==> src/rtl/prog_ctr_seq_if.sv <==
// Harness-side bus of the program-counter stage: run control, decoded instruction
// fields in, instruction address and run status out.
interface prog_ctr_seq_if #(
    parameter int D  = 12,
    parameter int CW = 16
);
    logic                 Start;
    logic [D-1:0]         StartAddr;
    logic                 Stall;
    logic                 Halt;
    logic                 BranchEn;
    logic                 BranchFlag;
    logic signed [D-1:0]  Target;
    logic [D-1:0]         ProgCtr;
    logic                 Running;
    logic                 Done;
    logic [CW-1:0]        CycleCount;

    modport master (
        output Start, StartAddr, Stall, Halt, BranchEn, BranchFlag, Target,
        input  ProgCtr, Running, Done, CycleCount
    );

    modport slave (
        input  Start, StartAddr, Stall, Halt, BranchEn, BranchFlag, Target,
        output ProgCtr, Running, Done, CycleCount
    );
endinterface

==> src/rtl/prog_ctr_seq.sv <==
// Program counter with IDLE/RUN/DONE run control and signed relative branches.
// Optional saturating RUN-cycle counter enabled by defining PC_CYCLE_COUNT_EN.
module prog_ctr_seq #(
    parameter int D  = 12,
    parameter int CW = 16
) (
    input  logic           Clk,
    input  logic           Reset,
    prog_ctr_seq_if.slave  bus
);

    typedef enum logic [1:0] {
        IDLE = 2'd0,
        RUN  = 2'd1,
        DONE = 2'd2
    } state_t;

    state_t               state_q, state_d;
    logic [D-1:0]         pc_q, pc_d;
    logic [D-1:0]         pc_inc, pc_br;
    logic signed [D-1:0]  tgt;
    logic                 start_acc;

    // Same-width add wraps modulo 2^D, so the signed offset needs no extension.
    assign tgt    = bus.Target;
    assign pc_inc = pc_q + D'(1);
    assign pc_br  = pc_q + $unsigned(tgt);

    always_comb begin
        state_d   = state_q;
        pc_d      = pc_q;
        start_acc = 1'b0;
        case (state_q)
            IDLE, DONE: begin
                if (bus.Start) begin
                    start_acc = 1'b1;
                    pc_d      = bus.StartAddr;
                    state_d   = RUN;
                end
            end
            RUN: begin
                if (bus.Stall) begin
                    pc_d = pc_q;
                end else if (bus.Halt) begin
                    state_d = DONE;
                end else if (bus.BranchEn && bus.BranchFlag) begin
                    pc_d = pc_br;
                end else begin
                    pc_d = pc_inc;
                end
            end
            default: begin
                state_d = IDLE;
            end
        endcase
    end

    always_ff @(posedge Clk) begin
        if (Reset) begin
            state_q <= IDLE;
            pc_q    <= '0;
        end else begin
            state_q <= state_d;
            pc_q    <= pc_d;
        end
    end

    assign bus.ProgCtr = pc_q;
    assign bus.Running = (state_q == RUN);
    assign bus.Done    = (state_q == DONE);

`ifdef PC_CYCLE_COUNT_EN
    logic [CW-1:0] cnt_q;

    function automatic logic [CW-1:0] sat_inc(input logic [CW-1:0] v);
        return (v == {CW{1'b1}}) ? v : v + CW'(1);
    endfunction

    // Counts every RUN cycle, including stalls and the halt cycle itself.
    always_ff @(posedge Clk) begin
        if (Reset) begin
            cnt_q <= '0;
        end else if (start_acc) begin
            cnt_q <= '0;
        end else if (state_q == RUN) begin
            cnt_q <= sat_inc(cnt_q);
        end
    end

    assign bus.CycleCount = cnt_q;
`else
    assign bus.CycleCount = {CW{1'b0}};
`endif

endmodule

==> src/flat_wrapper.sv <==
// flat-port wrapper written by rule: the top's interface ports become plain ports
module prog_ctr_seq_flat 
#(
    parameter int D  = 12,
    parameter int CW = 16
)
  (Clk, Reset, bus_Start, bus_StartAddr, bus_Stall, bus_Halt, bus_BranchEn, bus_BranchFlag, bus_Target, bus_ProgCtr, bus_Running, bus_Done, bus_CycleCount);
  prog_ctr_seq_if #(.D(D), .CW(CW)) bus_i ();
  input  logic Clk;
  input  logic Reset;
  input wire logic [$bits(bus_i.Start)-1:0] bus_Start;
  input wire logic [$bits(bus_i.StartAddr)-1:0] bus_StartAddr;
  input wire logic [$bits(bus_i.Stall)-1:0] bus_Stall;
  input wire logic [$bits(bus_i.Halt)-1:0] bus_Halt;
  input wire logic [$bits(bus_i.BranchEn)-1:0] bus_BranchEn;
  input wire logic [$bits(bus_i.BranchFlag)-1:0] bus_BranchFlag;
  input wire logic [$bits(bus_i.Target)-1:0] bus_Target;
  output wire logic [$bits(bus_i.ProgCtr)-1:0] bus_ProgCtr;
  output wire logic [$bits(bus_i.Running)-1:0] bus_Running;
  output wire logic [$bits(bus_i.Done)-1:0] bus_Done;
  output wire logic [$bits(bus_i.CycleCount)-1:0] bus_CycleCount;
  assign bus_i.Start = bus_Start;
  assign bus_i.StartAddr = bus_StartAddr;
  assign bus_i.Stall = bus_Stall;
  assign bus_i.Halt = bus_Halt;
  assign bus_i.BranchEn = bus_BranchEn;
  assign bus_i.BranchFlag = bus_BranchFlag;
  assign bus_i.Target = bus_Target;
  assign bus_ProgCtr = bus_i.ProgCtr;
  assign bus_Running = bus_i.Running;
  assign bus_Done = bus_i.Done;
  assign bus_CycleCount = bus_i.CycleCount;
  prog_ctr_seq #(.D(D), .CW(CW)) u_core (.Clk(Clk), .Reset(Reset), .bus(bus_i));
endmodule
==> config.mk <==
export PLATFORM = sky130hd
export DESIGN_NAME = prog_ctr_seq_flat
export DESIGN_NICKNAME = d
export VERILOG_FILES = /design/src/rtl/prog_ctr_seq_if.sv /design/src/rtl/prog_ctr_seq.sv /design/src/flat_wrapper.sv
export SDC_FILE = /design/constraint.sdc
export NUM_CORES = 1
export LEC_CHECK = 0
export CAP_MARGIN = 15
export CORE_MARGIN = 2
export CORE_UTILIZATION = 43
export CTS_CLUSTER_DIAMETER = 40
export DETAILED_ROUTE_END_ITERATION = 12
export PLACE_DENSITY = 0.79
export SYNTH_ARGS = -nofsm -noshare
export SYNTH_HDL_FRONTEND = slang
export SYNTH_SLANG_ARGS = --single-unit
==> constraint.sdc <==
create_clock -name Clk -period 2.5 [get_ports Clk]
set_input_delay 0.25 -clock Clk [delete_from_list [all_inputs] [get_ports Clk]]
set_output_delay 0.25 -clock Clk [all_outputs]
set_load 0.1 [all_outputs]
==> results of run 1 <==
-- area by class of cell --
class | instances | area (µm²)
tap | 44 | 55.05
fill | 297 | 1180
clock buffer | 4 | 36.28
inverter | 8 | 30.03
sequential | 14 | 282.8
multi-input combinational | 147 | 980.9
timing repair buffer | 60 | 538.0
-- cells by family after synthesis --
kind of cell	share of synthesized area, %
buf+inv	15.82
compound gates	27.89
xor+xnor	3.060
fa+ha+maj	11.01
simple gates	22.38
flops	19.58
other cells	0.2620
-- critical path: stages --
cell,delay [ns]
sky130_fd_sc_hd__clkdlybuf4s50_1,0.53
sky130_fd_sc_hd__buf_4,0.18
sky130_fd_sc_hd__and3_1,0.15
sky130_fd_sc_hd__ha_1,0.23
sky130_fd_sc_hd__a21o_1,0.21
sky130_fd_sc_hd__a31o_1,0.24
sky130_fd_sc_hd__a21o_1,0.19
sky130_fd_sc_hd__a21oi_2,0.16
sky130_fd_sc_hd__a211oi_1,0.09
sky130_fd_sc_hd__a31o_1,0.20
-- report_power, final --
part           internal [mW]  switching, mW  total [mW]
registers              0.245         0.0217       0.267
clock network         0.0891         0.0917       0.181
logic                  0.164          0.395       0.558
-- flip-flops by register name, indices dropped and copies added, names as in the netlist --
name / flops
u_core.bus.ProgCtr: 12
u_core.state_q: 2
-- cells in the mapped netlist, drive strengths merged (3+ instances only) --
master	instances
a211oi	9
a21o	3
a21oi	14
a31oi	3
and3	11
buf	20
clkbuf	5
dfxtp	14
ha	11
inv	8
nand2	11
nand2b	5
nand3	5
nor2	18
nor3	4
o21ai	7
o32ai	4
xor2	3
-- metal layers --
metal  track usage, %  part of all wire, %
met1            25.31                   43
met2            36.54                   50
met3            4.762                  5.6
met4            6.991                  1.5
met5                0                    0
-- metrics by stage --
step                instances  area [µm²]  setup TNS [ns]  power [mW]  util, %
floorplan                 194        1490               0      0.7171        -
global placement          273        1887        -0.01595      0.8227    60.81
detailed placement        273        1887         -0.1407      0.8279    60.81
CTS                       277        1923               0       1.008    61.98
global route              277        1923               0       1.059    61.98
finish                    277        1923               0       1.006    61.98
-- final timing paths --
| kind | startpoint | to | slack, ns | depth (start not counted) |
|---|---|---|---|---|
| max | bus_BranchFlag | u_core.bus.ProgCtr[11]$_SDFFE_PP0P_ | 0.26 | 10 |
| min | bus_StartAddr[0] | u_core.bus.ProgCtr[0]$_SDFFE_PP0P_ | 0.51 | 3 |
| max reg2reg | u_core.bus.ProgCtr[0]$_SDFFE_PP0P_ | u_core.bus.ProgCtr[8]$_SDFFE_PP0P_ | 0.46 | 9 |
| min reg2reg | u_core.bus.ProgCtr[8]$_SDFFE_PP0P_ | u_core.bus.ProgCtr[8]$_SDFFE_PP0P_ | 0.51 | 2 |
==> qor.txt, run 1 <==
clock-pin transition on the worst setup and hold timing paths = 0.10 ns
proportion of register bits with asynchronous set or reset after synthesis = 0%
post-synthesis sequential area ratio = 19.58%
Max-Cap Viols = 0
final clock period utilization by the worst path = 89.52%
number of cells produced by synthesis = 179
worst skew pair latency = 0.31 ns
pre-CTS setup slack = -0.05720 ns
count of standard-cell rows = 20
Worst Slack Setup Final = 0.2621 ns
CTS HTree Levels = 1
most frequent cells in the layout = sky130_fd_sc_hd__clkdlybuf4s50_1, sky130_fd_sc_hd__buf_4, sky130_fd_sc_hd__nor2_1
CTS tree = yes
normalized max-slew margin = 46.40%
fraction of synthesized cell area taken by the top area cell type = 19.58%
wire length per cell after detailed routing = 13.25 µm
hold-fix buffer count after cts = 0
start-to-end type of the worst setup path = in2reg
share of cells above drive strength 1 = 19.74%
largest area contributor in the synthesized netlist = sky130_fd_sc_hd__dfxtp_1
number of enable-type register cells in the synthesized netlist = 0
flop and latch count out of synthesis = 14
RSZ-0062 raised after global routing = false
result of the run = complete, no violations
routability congestion estimate = 0.8373
mean instance size in the synthesized netlist = 7.996 µm²
Clock Skew = 0.01133 ns
overall routed net length = 3.669 mm
number of buffers on the longest clock path = 2
antenna fix cells = 0
ports placed on the boundary = 61
leading cell type in the layout, fill and taps excluded = sky130_fd_sc_hd__clkdlybuf4s50_1
Critical Path RT = 2.70 ns
Setup crit start kind = input pin
Final setup viols = 0
HPWL reported at the end of detailed placement = 2.882 mm
Max Slew Vio Count = 0
core region area = 0.003103 mm²
height of the die = 61.70 µm
Port Buffers = 44
number of endpoints with negative hold slack in the final report = 0
capturing element type of the critical path = flop
Worst EP arrival = 2.44 ns
leakage power summed over all cells = 0.8612 nW
top_reg_cell synth = sky130_fd_sc_hd__dfxtp_1
Congestion Overflow GR = 0
post-DR vias/cell = 5.256
drt initial violations = 87
initial core utilization = 46.13%
areal power density over the cells = 523.0 mW/mm²
Worst Tran Pin Value = 0.8010 ns
via count = 1456
biggest area contributors in the synthesized netlist = sky130_fd_sc_hd__dfxtp_1, sky130_fd_sc_hd__ha_1, sky130_fd_sc_hd__buf_4, sky130_fd_sc_hd__nor2_1, sky130_fd_sc_hd__and3_1
number of post-CTS setup repair buffers = 0
global-route wire length before repair = 5.899 mm
largest net degree at the start of global routing = 17
area enclosed by the die boundary = 0.003806 mm²
antenna violations before repair = 0
peak supply drop = 0.2793 mV
distinct cell type count after synthesis = 45
number of gates resized after cts = 0
Die W = 61.70 µm
Final nets = 277
via count of the first global-routing pass = 1347
critical path fanouts, max = 8
cell area after technology mapping = 0.001431 mm²
kind of path behind the tightest hold check = in2reg
worst-case hold slack = 0.5071 ns
clock root buffer master = sky130_fd_sc_hd__clkbuf_4
final critical delay including setup and external delays = 2.238 ns
total routing resource utilization after global routing = 20.93%
count of unresolved DRC violations after routing = 0
max frequency = 0.4468 GHz
number of buffers created by CTS = 3
DR pass1 iterations = 4
Sinks on Clock Net = 14
number of warnings printed during yosys synthesis = 0
area overhead of the layout relative to synthesis = 34.35%
number of nets with antenna violations after detailed routing = 0
Note: power is estimated with default switching activity, not from simulation.
==> run 2: changes to the inputs <==
--- a/config.mk
+++ b/config.mk
@@ -7,10 +7,10 @@
 export LEC_CHECK = 0
 export CAP_MARGIN = 15
 export CORE_MARGIN = 2
-export CORE_UTILIZATION = 43
+export CORE_UTILIZATION = 46
 export CTS_CLUSTER_DIAMETER = 40
 export DETAILED_ROUTE_END_ITERATION = 12
-export PLACE_DENSITY = 0.79
+export PLACE_DENSITY = 0.84
 export SYNTH_ARGS = -nofsm -noshare
 export SYNTH_HDL_FRONTEND = slang
 export SYNTH_SLANG_ARGS = --single-unit
==> constraint.sdc (replaced) <==
create_clock -name Clk -period 2.8 [get_ports Clk]
set_input_delay 0.28 -clock Clk [delete_from_list [all_inputs] [get_ports Clk]]
set_output_delay 0.28 -clock Clk [all_outputs]
set_load 0.1 [all_outputs]
==> qor.txt, run 2 (synthesized netlist as in run 1, its figures left out) <==
result of the run = complete, no violations
antenna violations before repair = 0
Max-Cap Viols = 0
hold-fix buffer count after cts = 0
number of endpoints with negative hold slack in the final report = 0
worst-case hold slack = 0.5145 ns
clock-pin transition on the worst setup and hold timing paths = 0.08 ns
CTS tree = yes
area overhead of the layout relative to synthesis = 25.09%
slowest stage cell, crit path = sky130_fd_sc_hd__clkdlybuf4s50_1
final critical delay including setup and external delays = 2.364 ns
leading cell type in the layout, fill and taps excluded = sky130_fd_sc_hd__clkdlybuf4s50_1
initial core utilization = 47.67%
R2R Path Start = u_core.bus.ProgCtr[0]$_SDFFE_PP0P_
Die W = 59.78 µm
kind of path behind the tightest hold check = reg2reg
count of standard-cell rows = 20
Port Buffers = 44
Setup crit start kind = input pin
Clock Skew = 0.003713 ns
number of nets with antenna violations after detailed routing = 0
flip-flop count of the largest register after layout = 12
largest net degree at the start of global routing = 16
drt initial violations = 48
ports placed on the boundary = 61
number of filler cells placed in the layout = 309
Congestion Overflow GR = 0
count of unresolved DRC violations after routing = 0
Worst Slack Setup Final = 0.4361 ns
post-route cell area = 0.001790 mm²
total negative slack for setup checks = 0 ns
Sinks on Clock Net = 14
via count of the first global-routing pass = 1200
origin of the worst min-delay path = u_core.bus.ProgCtr[8]$_SDFFE_PP0P_
start-to-end type of the worst setup path = in2reg
Max stage delay on crit path = 0.47 ns
number of buffers on the longest clock path = 2
HPWL reported at the end of detailed placement = 2.658 mm
worst min-delay path endpoint = u_core.bus.ProgCtr[8]$_SDFFE_PP0P_
final clock period utilization by the worst path = 84.43%
normalized max-slew margin = 47.90%
Worst Tran Pin Value = 0.7786 ns
cells along the critical path = clkdlybuf4s50_1 -> nand3b_1 -> ha_1 -> inv_1 -> fa_1 -> nand2b_1 -> a21oi_4 -> o2111ai_1 -> and3_1 -> o21ai_0 -> a31oi_1
RSZ-0062 raised after global routing = false
via count = 1381
Critical Path RT = 2.94 ns
pre-CTS setup slack = 0.1727 ns
DR pass1 iterations = 4
number of cell instances on the worst register-to-register path = 9
height of the die = 59.78 µm
total routing resource utilization after global routing = 19.96%
wire length per cell after detailed routing = 13.79 µm
critical path fanouts, max = 5
CTS HTree Levels = 1
global-route wire length before repair = 5.395 mm
Worst EP arrival = 2.51 ns
register-to-register setup slack = 0.64 ns
most frequent cells in the layout = sky130_fd_sc_hd__clkdlybuf4s50_1, sky130_fd_sc_hd__nor2_1, sky130_fd_sc_hd__buf_4
areal power density over the cells = 467.3 mW/mm²
number of gates resized after cts = 0
core region area = 0.003003 mm²
Final nets = 265
leakage power summed over all cells = 0.7883 nW
max frequency = 0.4230 GHz
Area after DPL = 0.001768 mm²
share of cells above drive strength 1 = 14.09%
area enclosed by the die boundary = 0.003574 mm²
Final setup viols = 0
worst skew pair latency = 0.29 ns
peak supply drop = 0.2839 mV
clock root buffer master = sky130_fd_sc_hd__clkbuf_4
terminus of the critical flop-to-flop path = u_core.bus.ProgCtr[8]$_SDFFE_PP0P_
number of buffers created by CTS = 3
routability congestion estimate = 0.8187
Hold Crit Depth = 2
Max Slew Vio Count = 0
number of post-CTS setup repair buffers = 0
overall routed net length = 3.488 mm
capturing element type of the critical path = flop
post-DR vias/cell = 5.458
antenna fix cells = 0
[run 2: cell count changes in the layout (fill, tap and decap cells not counted)]
cell	delta
sky130_fd_sc_hd__buf_12	-1
sky130_fd_sc_hd__buf_4	-11
sky130_fd_sc_hd__clkbuf_8	-1
sky130_fd_sc_hd__dfxtp_1	+2
sky130_fd_sc_hd__dfxtp_2	-2
[run 2: report_power, final]
group          internal, mW  switching [mW]
Combinational         0.131           0.348
Sequential            0.218          0.0195
Clock                0.0500          0.0700
Total                 0.399           0.437
[run 2: through the flow]
| stage | std cells | total power, mW | util, % |
|---|---|---|---|
| after floorplan | 194 | 0.6394 | - |
| after global placement | 250 | 0.7143 | 58.88 |
| after detailed placement | 250 | 0.7190 | 58.88 |
| after CTS | 253 | 0.8384 | 59.62 |
| after global routing | 253 | 0.8775 | 59.62 |
| final | 253 | 0.8367 | 59.62 |
[run 2: worst max-delay path by stage]
stage | end | start | cells after the start | slack [ns]
after CTS | u_core.bus.ProgCtr[8]$_SDFFE_PP0P_ | bus_BranchEn | 11 | 0.45
after global placement | u_core.bus.ProgCtr[8]$_SDFFE_PP0P_ | bus_BranchFlag | 11 | 0.18
after detailed placement | u_core.bus.ProgCtr[8]$_SDFFE_PP0P_ | bus_BranchEn | 11 | 0.17
after global routing | u_core.bus.ProgCtr[8]$_SDFFE_PP0P_ | bus_BranchFlag | 11 | 0.27
after floorplan | u_core.bus.ProgCtr[10]$_SDFFE_PP0P_ | u_core.bus.ProgCtr[0]$_SDFFE_PP0P_ | 9 | 0.12
final | u_core.bus.ProgCtr[8]$_SDFFE_PP0P_ | bus_BranchEn | 11 | 0.44
[run 2: layout make-up]
| type | instances | area [µm²] | share of cell area [%] |
|---|---|---|---|
| Tap cell | 33 | 41.29 | 2.306 |
| Sequential cell | 14 | 280.3 | 15.65 |
| Multi-Input combinational cell | 147 | 980.9 | 54.79 |
| Inverter | 8 | 30.03 | 1.677 |
| Timing Repair Buffer | 48 | 435.4 | 24.32 |
| Clock buffer | 3 | 22.52 | 1.258 |
[run 2: worst max-delay path: cells and delay by family]
kind | cells | cell delay [ns]
AOI/OAI and AO/OA | 4 | 0.63
buffers and inverters | 2 | 0.52
and+or+nand+nor | 3 | 0.55
adders and majority gates | 2 | 0.53
[run 2: layer usage]
metal  track usage [%]  wire length (µm)
met5                 0                 0
met4             4.127                23
met3             4.762               170
met2             35.56              1764
met1             24.15              1529
==> run 3: changes to the inputs <==
--- a/config.mk
+++ b/config.mk
@@ -7,10 +7,10 @@
 export LEC_CHECK = 0
 export CAP_MARGIN = 15
 export CORE_MARGIN = 2
-export CORE_UTILIZATION = 46
+export CORE_UTILIZATION = 39
 export CTS_CLUSTER_DIAMETER = 40
 export DETAILED_ROUTE_END_ITERATION = 12
-export PLACE_DENSITY = 0.84
+export PLACE_DENSITY = 0.76
 export SYNTH_ARGS = -nofsm -noshare
 export SYNTH_HDL_FRONTEND = slang
 export SYNTH_SLANG_ARGS = --single-unit
==> constraint.sdc (replaced) <==
create_clock -name Clk -period 2.15 [get_ports Clk]
set_input_delay 0.215 -clock Clk [delete_from_list [all_inputs] [get_ports Clk]]
set_output_delay 0.215 -clock Clk [all_outputs]
set_load 0.1 [all_outputs]
==> qor.txt, run 3 (synthesized netlist as in run 1, its figures left out) <==
Die W = 64.58 µm
cells along the critical path = dlygate4sd2_1 -> buf_6 -> and3_1 -> ha_1 -> a21o_1 -> a31o_1 -> a21o_1 -> a21oi_2 -> a211oi_1 -> a31o_1
worst skew pair latency = 0.25 ns
initial core utilization = 39.69%
CP bufs+invs = 2
RSZ-0062 raised after global routing = false
Hold Crit Depth = 2
HPWL reported at the end of detailed placement = 3.037 mm
R2R Path Start = u_core.bus.ProgCtr[0]$_SDFFE_PP0P_
Area after DPL = 0.001956 mm²
largest net degree at the start of global routing = 16
leakage power summed over all cells = 0.9309 nW
Port Buffers = 44
leading cell type in the layout, fill and taps excluded = sky130_fd_sc_hd__buf_4
share of cells above drive strength 1 = 30.71%
total power = 1.252 mW
timing startpoint of the critical path = bus_BranchEn
number of cell instances on the worst register-to-register path = 9
Final setup viols = 0
Max stage delay on crit path = 0.29 ns
via count of the first global-routing pass = 1441
DR pass1 iterations = 4
routability congestion estimate = 0.8668
count of unresolved DRC violations after routing = 0
peak supply drop = 0.2299 mV
number of filler cells placed in the layout = 348
area overhead of the layout relative to synthesis = 47.99%
flip-flop count of the largest register after layout = 12
post-DR vias/cell = 5.173
drt initial violations = 71
Setup crit start kind = input pin
core region area = 0.003606 mm²
terminus of the critical flop-to-flop path = u_core.bus.ProgCtr[10]$_SDFFE_PP0P_
number of buffers created by CTS = 3
Register Area = 296.5 µm²
Sinks on Clock Net = 14
clock root buffer master = sky130_fd_sc_hd__clkbuf_8
area of the multi-input gates = 0.001084 mm²
number of endpoints with negative hold slack in the final report = 0
Worst EP arrival = 2.21 ns
final clock period utilization by the worst path = 95.84%
result of the run = complete, no violations
clock-pin transition on the worst setup and hold timing paths = 0.06 ns
via count = 1495
wire length per cell after detailed routing = 14.20 µm
area enclosed by the die boundary = 0.004171 mm²
hold-fix buffer count after cts = 0
count of standard-cell rows = 22
capturing element type of the critical path = flop
overall routed net length = 4.104 mm
number of buffers on the longest clock path = 2
Max-Cap Viols = 0
max frequency = 0.4853 GHz
number of nets with antenna violations after detailed routing = 0
post-route cell area = 0.002118 mm²
height of the die = 64.58 µm
Final nets = 285
number of cells on the critical path = 10
areal power density over the cells = 591.2 mW/mm²
ports placed on the boundary = 61
global-route wire length before repair = 6.334 mm
antenna violations before repair = 0
Clock Skew = 0.002672 ns
kind of path behind the tightest hold check = reg2reg
largest delay contributor family on the critical path = compound AO/OA/AOI/OAI gates
final critical delay including setup and external delays = 2.060 ns
critical path fanouts, max = 9
Max Slew Vio Count = 0
capture point of the critical path = u_core.bus.ProgCtr[11]$_SDFFE_PP0P_
slowest stage cell, crit path = sky130_fd_sc_hd__dlygate4sd2_1
total negative slack for setup checks = 0 ns
Congestion Overflow GR = 0
total routing resource utilization after global routing = 19.47%
start-to-end type of the worst setup path = in2reg
antenna fix cells = 0
Critical Path RT = 2.30 ns
most frequent cells in the layout = sky130_fd_sc_hd__buf_4, sky130_fd_sc_hd__clkdlybuf4s50_1, sky130_fd_sc_hd__nor2_1
register-to-register setup slack = 0.21 ns
CTS tree = yes
CTS HTree Levels = 1
## run 3: how the worst min path moves through the flow
stage                                                  start                                 end
final                     u_core.bus.ProgCtr[8]$_SDFFE_PP0P_  u_core.bus.ProgCtr[8]$_SDFFE_PP0P_
after CTS                 u_core.bus.ProgCtr[8]$_SDFFE_PP0P_  u_core.bus.ProgCtr[8]$_SDFFE_PP0P_
after global placement    u_core.bus.ProgCtr[8]$_SDFFE_PP0P_  u_core.bus.ProgCtr[8]$_SDFFE_PP0P_
after floorplan                                        Reset  u_core.bus.ProgCtr[6]$_SDFFE_PP0P_
after detailed placement  u_core.bus.ProgCtr[8]$_SDFFE_PP0P_  u_core.bus.ProgCtr[8]$_SDFFE_PP0P_
after global routing      u_core.bus.ProgCtr[8]$_SDFFE_PP0P_  u_core.bus.ProgCtr[8]$_SDFFE_PP0P_
## run 3: worst min-delay path, cell delays in order, from the launching register on
cell and delay (ns):
sky130_fd_sc_hd__dfxtp_2 0.34, sky130_fd_sc_hd__nand2_1 0.06, sky130_fd_sc_hd__a31oi_1 0.07
## run 3: layout make-up
class	count	share of cell area, %
Inverter	8	1.418
Clock buffer	3	1.949
Timing Repair Buffer	68	28.47
Sequential cell	14	14.00
Clock inverter	1	0.1772
Tap cell	48	2.835
Multi-Input combinational cell	147	51.15
## run 3: metrics by stage
step	utilization (%)	instances	hold WS (ns)	setup WS, ns
2_1_floorplan	-	194	0.2797	-0.1279
3_3_place_gp	54.23	282	0.4747	-0.3492
3_5_place_dp	54.23	282	0.4850	-0.3698
4_1_cts	57.67	288	0.4915	0.001721
5_1_grt	58.74	289	0.5282	0.005045
6_report	58.74	289	0.5025	0.08953
## run 3: per-layer routing
| layer | vias up | global-route usage (%) | wire (µm) |
|---|---|---|---|
| li1 | 746 | - | - |
| met1 | 686 | 24.68 | 1772 |
| met2 | 56 | 33.46 | 2057 |
| met3 | 7 | 2.257 | 215 |
| met4 | 0 | 7.979 | 59 |
| met5 | - | 0 | 0 |
## run 3: what timing repair did
item / in CTS / in global routing
gates cloned: 1 / 0
pin swaps: 5 / 13
endpoints found under the setup margin: 7 / 5
setup buffers: 1 / 1
resized for setup: 13 / 8
## run 3: report_power, final
group          switching, mW  leakage, nW  total, mW  internal, mW
registers             0.0309        0.119      0.319         0.288
logic                  0.480        0.788      0.704         0.224
clock network          0.102       0.0231      0.229         0.127
